### config.mk
export PLATFORM = sky130hd
export DESIGN_NAME = gpio_ext
export DESIGN_NICKNAME = d
export VERILOG_FILES = /design/src/rtl/gpio_ext_pkg.sv /design/src/rtl/gpio_sync.sv /design/src/rtl/gpio_ext.sv
export SDC_FILE = /design/constraint.sdc
export NUM_CORES = 1
export LEC_CHECK = 0
export CORE_UTILIZATION = 46
export DETAILED_ROUTE_END_ITERATION = 6
export PLACE_DENSITY_LB_ADDON = 0.15
export SYNTH_ARGS = -nofsm -noshare
export SYNTH_HDL_FRONTEND = slang
export SYNTH_SLANG_ARGS = --single-unit
### constraint.sdc
create_clock -name clk -period 2.92 [get_ports clk]
set_clock_uncertainty 0.15 [all_clocks]
set_input_delay 0.876 -clock clk [delete_from_list [all_inputs] [get_ports clk]]
set_output_delay 0.876 -clock clk [all_outputs]
set_load 0.01 [all_outputs]
### src/rtl/gpio_ext_pkg.sv
// Shared GPIO register map: byte offsets decoded from addr_i[7:0].
package gpio_ext_pkg;

  localparam logic [7:0] GPIO_DIR    = 8'h00;
  localparam logic [7:0] GPIO_OUT    = 8'h04;
  localparam logic [7:0] GPIO_IN     = 8'h08;
  localparam logic [7:0] GPIO_IE     = 8'h0C;
  localparam logic [7:0] GPIO_ITYPE  = 8'h10;
  localparam logic [7:0] GPIO_IPOL   = 8'h14;
  localparam logic [7:0] GPIO_IP     = 8'h18;
  localparam logic [7:0] GPIO_OUTSET = 8'h1C;
  localparam logic [7:0] GPIO_OUTCLR = 8'h20;

endpackage

### src/rtl/gpio_sync.sv
// One-bit input synchroniser with a history flop for edge detection.
module gpio_sync #(
  parameter int unsigned SYNC_STAGES = 2
) (
  input  logic clk,
  input  logic rst,
  input  logic pin_i,
  output logic sync_o,
  output logic rise_o,
  output logic fall_o
);

  logic [SYNC_STAGES-1:0] r_sync;
  logic                   r_prev;

  always_ff @(posedge clk or negedge rst) begin
    if (!rst) begin
      r_sync <= '0;
      r_prev <= 1'b0;
    end else begin
      r_sync <= {r_sync[SYNC_STAGES-2:0], pin_i};
      r_prev <= r_sync[SYNC_STAGES-1];
    end
  end

  assign sync_o = r_sync[SYNC_STAGES-1];
  assign rise_o = sync_o & ~r_prev;
  assign fall_o = ~sync_o & r_prev;

endmodule

### src/rtl/gpio_ext.sv
// GPIO block: direction/output registers, synchronised inputs and
// per-pin level/edge interrupts with a single level interrupt line.
module gpio_ext
  import gpio_ext_pkg::*;
#(
  parameter int unsigned NUM_IO      = 16,
  parameter int unsigned SYNC_STAGES = 2
) (
  input  logic              clk,
  input  logic              rst,
  input  logic              we_i,
  input  logic [31:0]       addr_i,
  input  logic [31:0]       data_i,
  output logic [31:0]       data_o,
  input  logic [NUM_IO-1:0] io_pin_i,
  output logic [NUM_IO-1:0] io_out_o,
  output logic [NUM_IO-1:0] io_oe_o,
  output logic              int_sig_o
);

  localparam logic [2:0] WARM_CYCLES = 3'(SYNC_STAGES + 1);

  logic [NUM_IO-1:0] r_dir, r_out, r_ie, r_itype, r_ipol, r_ip;
  logic [2:0]        r_warm;

  logic [NUM_IO-1:0] w_sync, w_rise, w_fall;
  logic [NUM_IO-1:0] w_wdata, w_clr, w_edge, w_lvl, w_ip_d, w_rd;
  logic [7:0]        w_off;
  logic              w_cfg_wr, w_edge_en;
  logic              w_unused;

  for (genvar g = 0; g < NUM_IO; g++) begin : g_sync
    gpio_sync #(
      .SYNC_STAGES(SYNC_STAGES)
    ) u_sync (
      .clk   (clk),
      .rst   (rst),
      .pin_i (io_pin_i[g]),
      .sync_o(w_sync[g]),
      .rise_o(w_rise[g]),
      .fall_o(w_fall[g])
    );
  end

  assign w_off     = addr_i[7:0];
  assign w_wdata   = data_i[NUM_IO-1:0];
  assign w_unused  = ^{addr_i[31:8], data_i};
  assign w_edge_en = (r_warm == WARM_CYCLES);

  // A config write suppresses new IP sets for that cycle only.
  assign w_cfg_wr = we_i && ((w_off == GPIO_ITYPE) || (w_off == GPIO_IPOL));
  assign w_clr    = (we_i && (w_off == GPIO_IP)) ? w_wdata : '0;
  assign w_edge   = (w_edge_en && !w_cfg_wr) ? ((w_rise & r_ipol) | (w_fall & ~r_ipol)) : '0;
  assign w_lvl    = ~(w_sync ^ r_ipol);

  // Edge bits are sticky with set beating W1C; level bits follow the pin.
  assign w_ip_d = (r_itype & ((r_ip & ~w_clr) | w_edge))
                | (~r_itype & (w_cfg_wr ? (r_ip & w_lvl) : w_lvl));

  always_ff @(posedge clk or negedge rst) begin
    if (!rst) begin
      r_dir   <= '0;
      r_out   <= '0;
      r_ie    <= '0;
      r_itype <= '0;
      r_ipol  <= '0;
      r_ip    <= '0;
      r_warm  <= '0;
    end else begin
      r_ip <= w_ip_d;
      if (r_warm != WARM_CYCLES) begin
        r_warm <= r_warm + 3'd1;
      end
      if (we_i) begin
        case (w_off)
          GPIO_DIR:    r_dir   <= w_wdata;
          GPIO_OUT:    r_out   <= w_wdata;
          GPIO_IE:     r_ie    <= w_wdata;
          GPIO_ITYPE:  r_itype <= w_wdata;
          GPIO_IPOL:   r_ipol  <= w_wdata;
          GPIO_OUTSET: r_out   <= r_out | w_wdata;
          GPIO_OUTCLR: r_out   <= r_out & ~w_wdata;
          default: ;
        endcase
      end
    end
  end

  always_comb begin
    w_rd = '0;
    case (w_off)
      GPIO_DIR:   w_rd = r_dir;
      GPIO_OUT:   w_rd = r_out;
      GPIO_IN:    w_rd = w_sync;
      GPIO_IE:    w_rd = r_ie;
      GPIO_ITYPE: w_rd = r_itype;
      GPIO_IPOL:  w_rd = r_ipol;
      GPIO_IP:    w_rd = r_ip;
      default:    w_rd = '0;
    endcase
  end

  assign data_o    = 32'(w_rd);
  assign io_oe_o   = r_dir;
  assign io_out_o  = r_out;
  assign int_sig_o = |(r_ip & r_ie);

endmodule

==> qor.csv <==
metric;value;unit
LEAKAGE;4.35;nW
fin crit share;110;%
CTS sink cnt;147;
first-pass GRT wire length;33700;um
Vias;5874;
violated checks;setup timing;
Max Root-Sink Buffers;2;
die height;126;um
Hold Path Depth;0;
Crit Reg-Reg Startpoint;r_warm[0];
Std-Cell Core Area;0.0148;mm^2
Total Wirelength;21800;um
Tot Pwr;5.25;mW
commonest register cell after synthesis;dfrtp_1;
Post-Layout Cell Count;976;
number of synthesized flops with an enable pin;0;
CP Launch Type;input pin;
Fmax;312;MHz
row count;44;
antenna-violating nets left;0;
Top Ports;148;
DP HPWL;15000;um
power density cells;535;mW/mm^2
Post-CTS Hold Fix Bufs;0;
flops & latches, synth;147;
number of nets in the layout;864;
Max transition margin;59.7;%
Tightest Pin Transition;0.604;ns
number of global-route vias before repair;6004;
GRT Overall Usage;28.5;%
Vias/cell;6.02;
run status;finished, violations left;
crit end category;output port;
max_cap viols;0;
TritonRoute pass-1 iters;5;
First DRT Iteration DRCs;423;
Num CTS Buffers;17;
pin count of the biggest net entering global routing;62;
kind of critical path;input pin to output port;
port bufs;91;
Initial Utilization;47.8;%
reg2reg setup slack;0.85;ns
Final min period;3.20;ns
WHS Endpoint;g_sync[10].u_sync.r_sync[1];
Slew Limit Fails;0;
largest family of logic cells by synthesized area;compound AO/OA/AOI/OAI gates;
mux cell area share after synthesis;15.6;%
Adder-Cell Fraction of Synth Area;0.354;%
Congestion Overflow GR;0;
Seq/Total Area, Yosys;52.1;%
DRC viols;0;
fillers;1152;
share of synthesized registers carrying an async set or reset;100;%
initial antenna violation count;0;
htree depth;4;
Diodes inserted;0;
Cell variety after synth;57;
Synth Instances;596;
clock latency on the worst-skew pair;0.43;ns
Synth Area in Simple Gates;9.25;%
final worst setup slack;-0.284;ns
CTS clk-pin slew, worst paths;0.06;ns
routability cong.;0.920;
R2R Path End;r_ip[3];
synthesized area per cell;11.8;um^2
RSZ-0062 raised after global routing;yes;
Die Area;0.0158;mm^2
DIE WIDTH;126;um
CTS Root Cell;clkbuf_16;
Final Hold Fails;0;
synth warn;0;
area grow syn2layout;39.1;%
min-delay src;g_sync[10].u_sync.r_sync[0];
Fin Hold WS;0.198;ns
worst vdd ir;414;uV
WL/cell;22.3;um
post-synthesis xor/xnor area fraction;0.868;%
Netlist Area Pre-Place;0.00706;mm^2
CTS tree;yes;
CP Max Fanout;6;
Reg2Reg Depth;7;
type of the worst min-delay path;flop to flop;
Placed Cells;923;
Synth Area in Compound Gates;17.8;%
WP data arrival;2.18;ns
final setup violation count;16;
share of cells above drive strength 1;37.4;%
worst path required time;1.89;ns
[cell usage after synthesis (8+ instances only)]
cell type  number  share of area [%]
mux2_2         58                9.3
a22o_1         13                1.6
buf_2           9               0.64
o211ai_1       12                1.3
and2_1         12                1.1
mux2_4         10                2.1
a21oi_1        21                1.5
o21ai_0        48                3.4
a22oi_1        14                1.5
o2bb2ai_1       8               0.99
clkbuf_1       15               0.80
nand2b_1       15                1.3
dfrtp_1       147                 52
nand3_1        13               0.92
o22ai_1        26                2.3
mux2i_1        21                3.0
a211oi_1       27                2.9
buf_4          18                1.9
nand2_1        29                1.5
[flip-flops by register name, summed over array words and instances, names as in the netlist]
register	flops
io_out_o	16
r_ie	16
io_oe_o	16
g_sync.u_sync.r_sync	32
g_sync.u_sync.r_prev	16
r_ipol	16
r_itype	16
r_warm	3
r_ip	16
[timing repair]
item	CTS	global route
pin swaps	33	22
endpoints found under the hold margin	0	0
buffers inserted	20	4
cloned	1	0
endpoints found under the setup margin	17	17
gates resized for setup	171	16
[critical path, stage by stage]
cell	delay, ns
buf_12	0.11
nor4b_4	0.29
buf_4	0.17
buf_6	0.10
a22oi_2	0.07
o22a_1	0.21
o22ai_2	0.18
buf_2	0.17
[power by group]
| part | internal (mW) | total [mW] | switching, mW |
|---|---|---|---|
| combinational | 0.384 | 0.710 | 0.326 |
| clock | 1.31 | 2.23 | 0.925 |
| sequential | 2.17 | 2.31 | 0.141 |
| total | 3.86 | 5.25 | 1.39 |
[placed cells by master (no fill, tap or decap), types with 5 or more instances in the layout]
cell type and count:
mux2_2 58, xnor2_1 5, a211oi_1 26, a21oi_2 7, o2bb2ai_1 7, a21oi_1 14, buf_8 6, and3_1 5
nand2_1 23, and2_1 12, buf_2 16, o22ai_2 9, clkdlybuf4s50_1 65, conb_1 16, buf_12 8, o21ai_0 43
buf_6 21, clkbuf_16 17, nand3_1 12, dfrtp_1 147, mux2i_1 21, nand2b_1 15, mux2_4 10, a22oi_2 9
o211ai_1 12, buf_4 77, a22o_1 13, a22oi_1 5, o22ai_1 17, inv_6 6
[per-layer routing]
layer	wire [um]	up-vias	global-route usage, %
li1	-	2607	-
met4	658	0	12.6
met1	9470	2982	38.0
met5	0	-	0
met2	10300	231	44.6
met3	1370	54	6.54
[stage by stage]
| step | utilization (%) | area (um^2) | setup TNS (ns) | setup WS (ns) |
|---|---|---|---|---|
| 4_1_cts | 66.1 | 9750 | -2.27 | -0.239 |
| 3_3_place_gp | 59.6 | 8800 | -42.33 | -1.10 |
| 2_1_floorplan | - | 7320 | -0.0618 | -0.0384 |
| 3_5_place_dp | 59.6 | 8800 | -44.11 | -1.13 |
| 6_report | 66.6 | 9820 | -2.42 | -0.284 |
| 5_1_grt | 66.6 | 9820 | -3.10 | -0.350 |
[layout make-up]
class / instances / area [um^2] / area share, %
inverter: 3 / 12.5 / 0.127
clock buffer: 18 / 439 / 4.47
clock inverter: 14 / 165 / 1.68
multi-input combinational: 415 / 3460 / 35.3
timing repair buffer: 195 / 1830 / 18.7
tap: 184 / 230 / 2.34
sequential: 147 / 3680 / 37.5
[how the worst max path moves through the flow]
| stage | from | endpoint | cells past startpoint |
|---|---|---|---|
| 2_1_floorplan | addr_i[2] | data_o[9] | 6 |
| 3_3_place_gp | addr_i[2] | data_o[3] | 7 |
| 3_5_place_dp | addr_i[0] | data_o[0] | 8 |
| 4_1_cts | addr_i[2] | data_o[9] | 8 |
| 5_1_grt | addr_i[3] | data_o[10] | 8 |
| 6_report | addr_i[3] | data_o[9] | 8 |
[cell families (layout without fill, tap and decap cells)]
logic type | count (synthesis) | in the layout
xor gates and xnor gates | 7 | 7
buffers and inverters | 49 | 230
DFF | 147 | 147
and+or+nand+nor | 108 | 108
adders and majority gates | 2 | 2
muxes | 93 | 93
other | 1 | 16
AOI/OAI and AO/OA | 189 | 189
(Power assumes the default switching activity.)
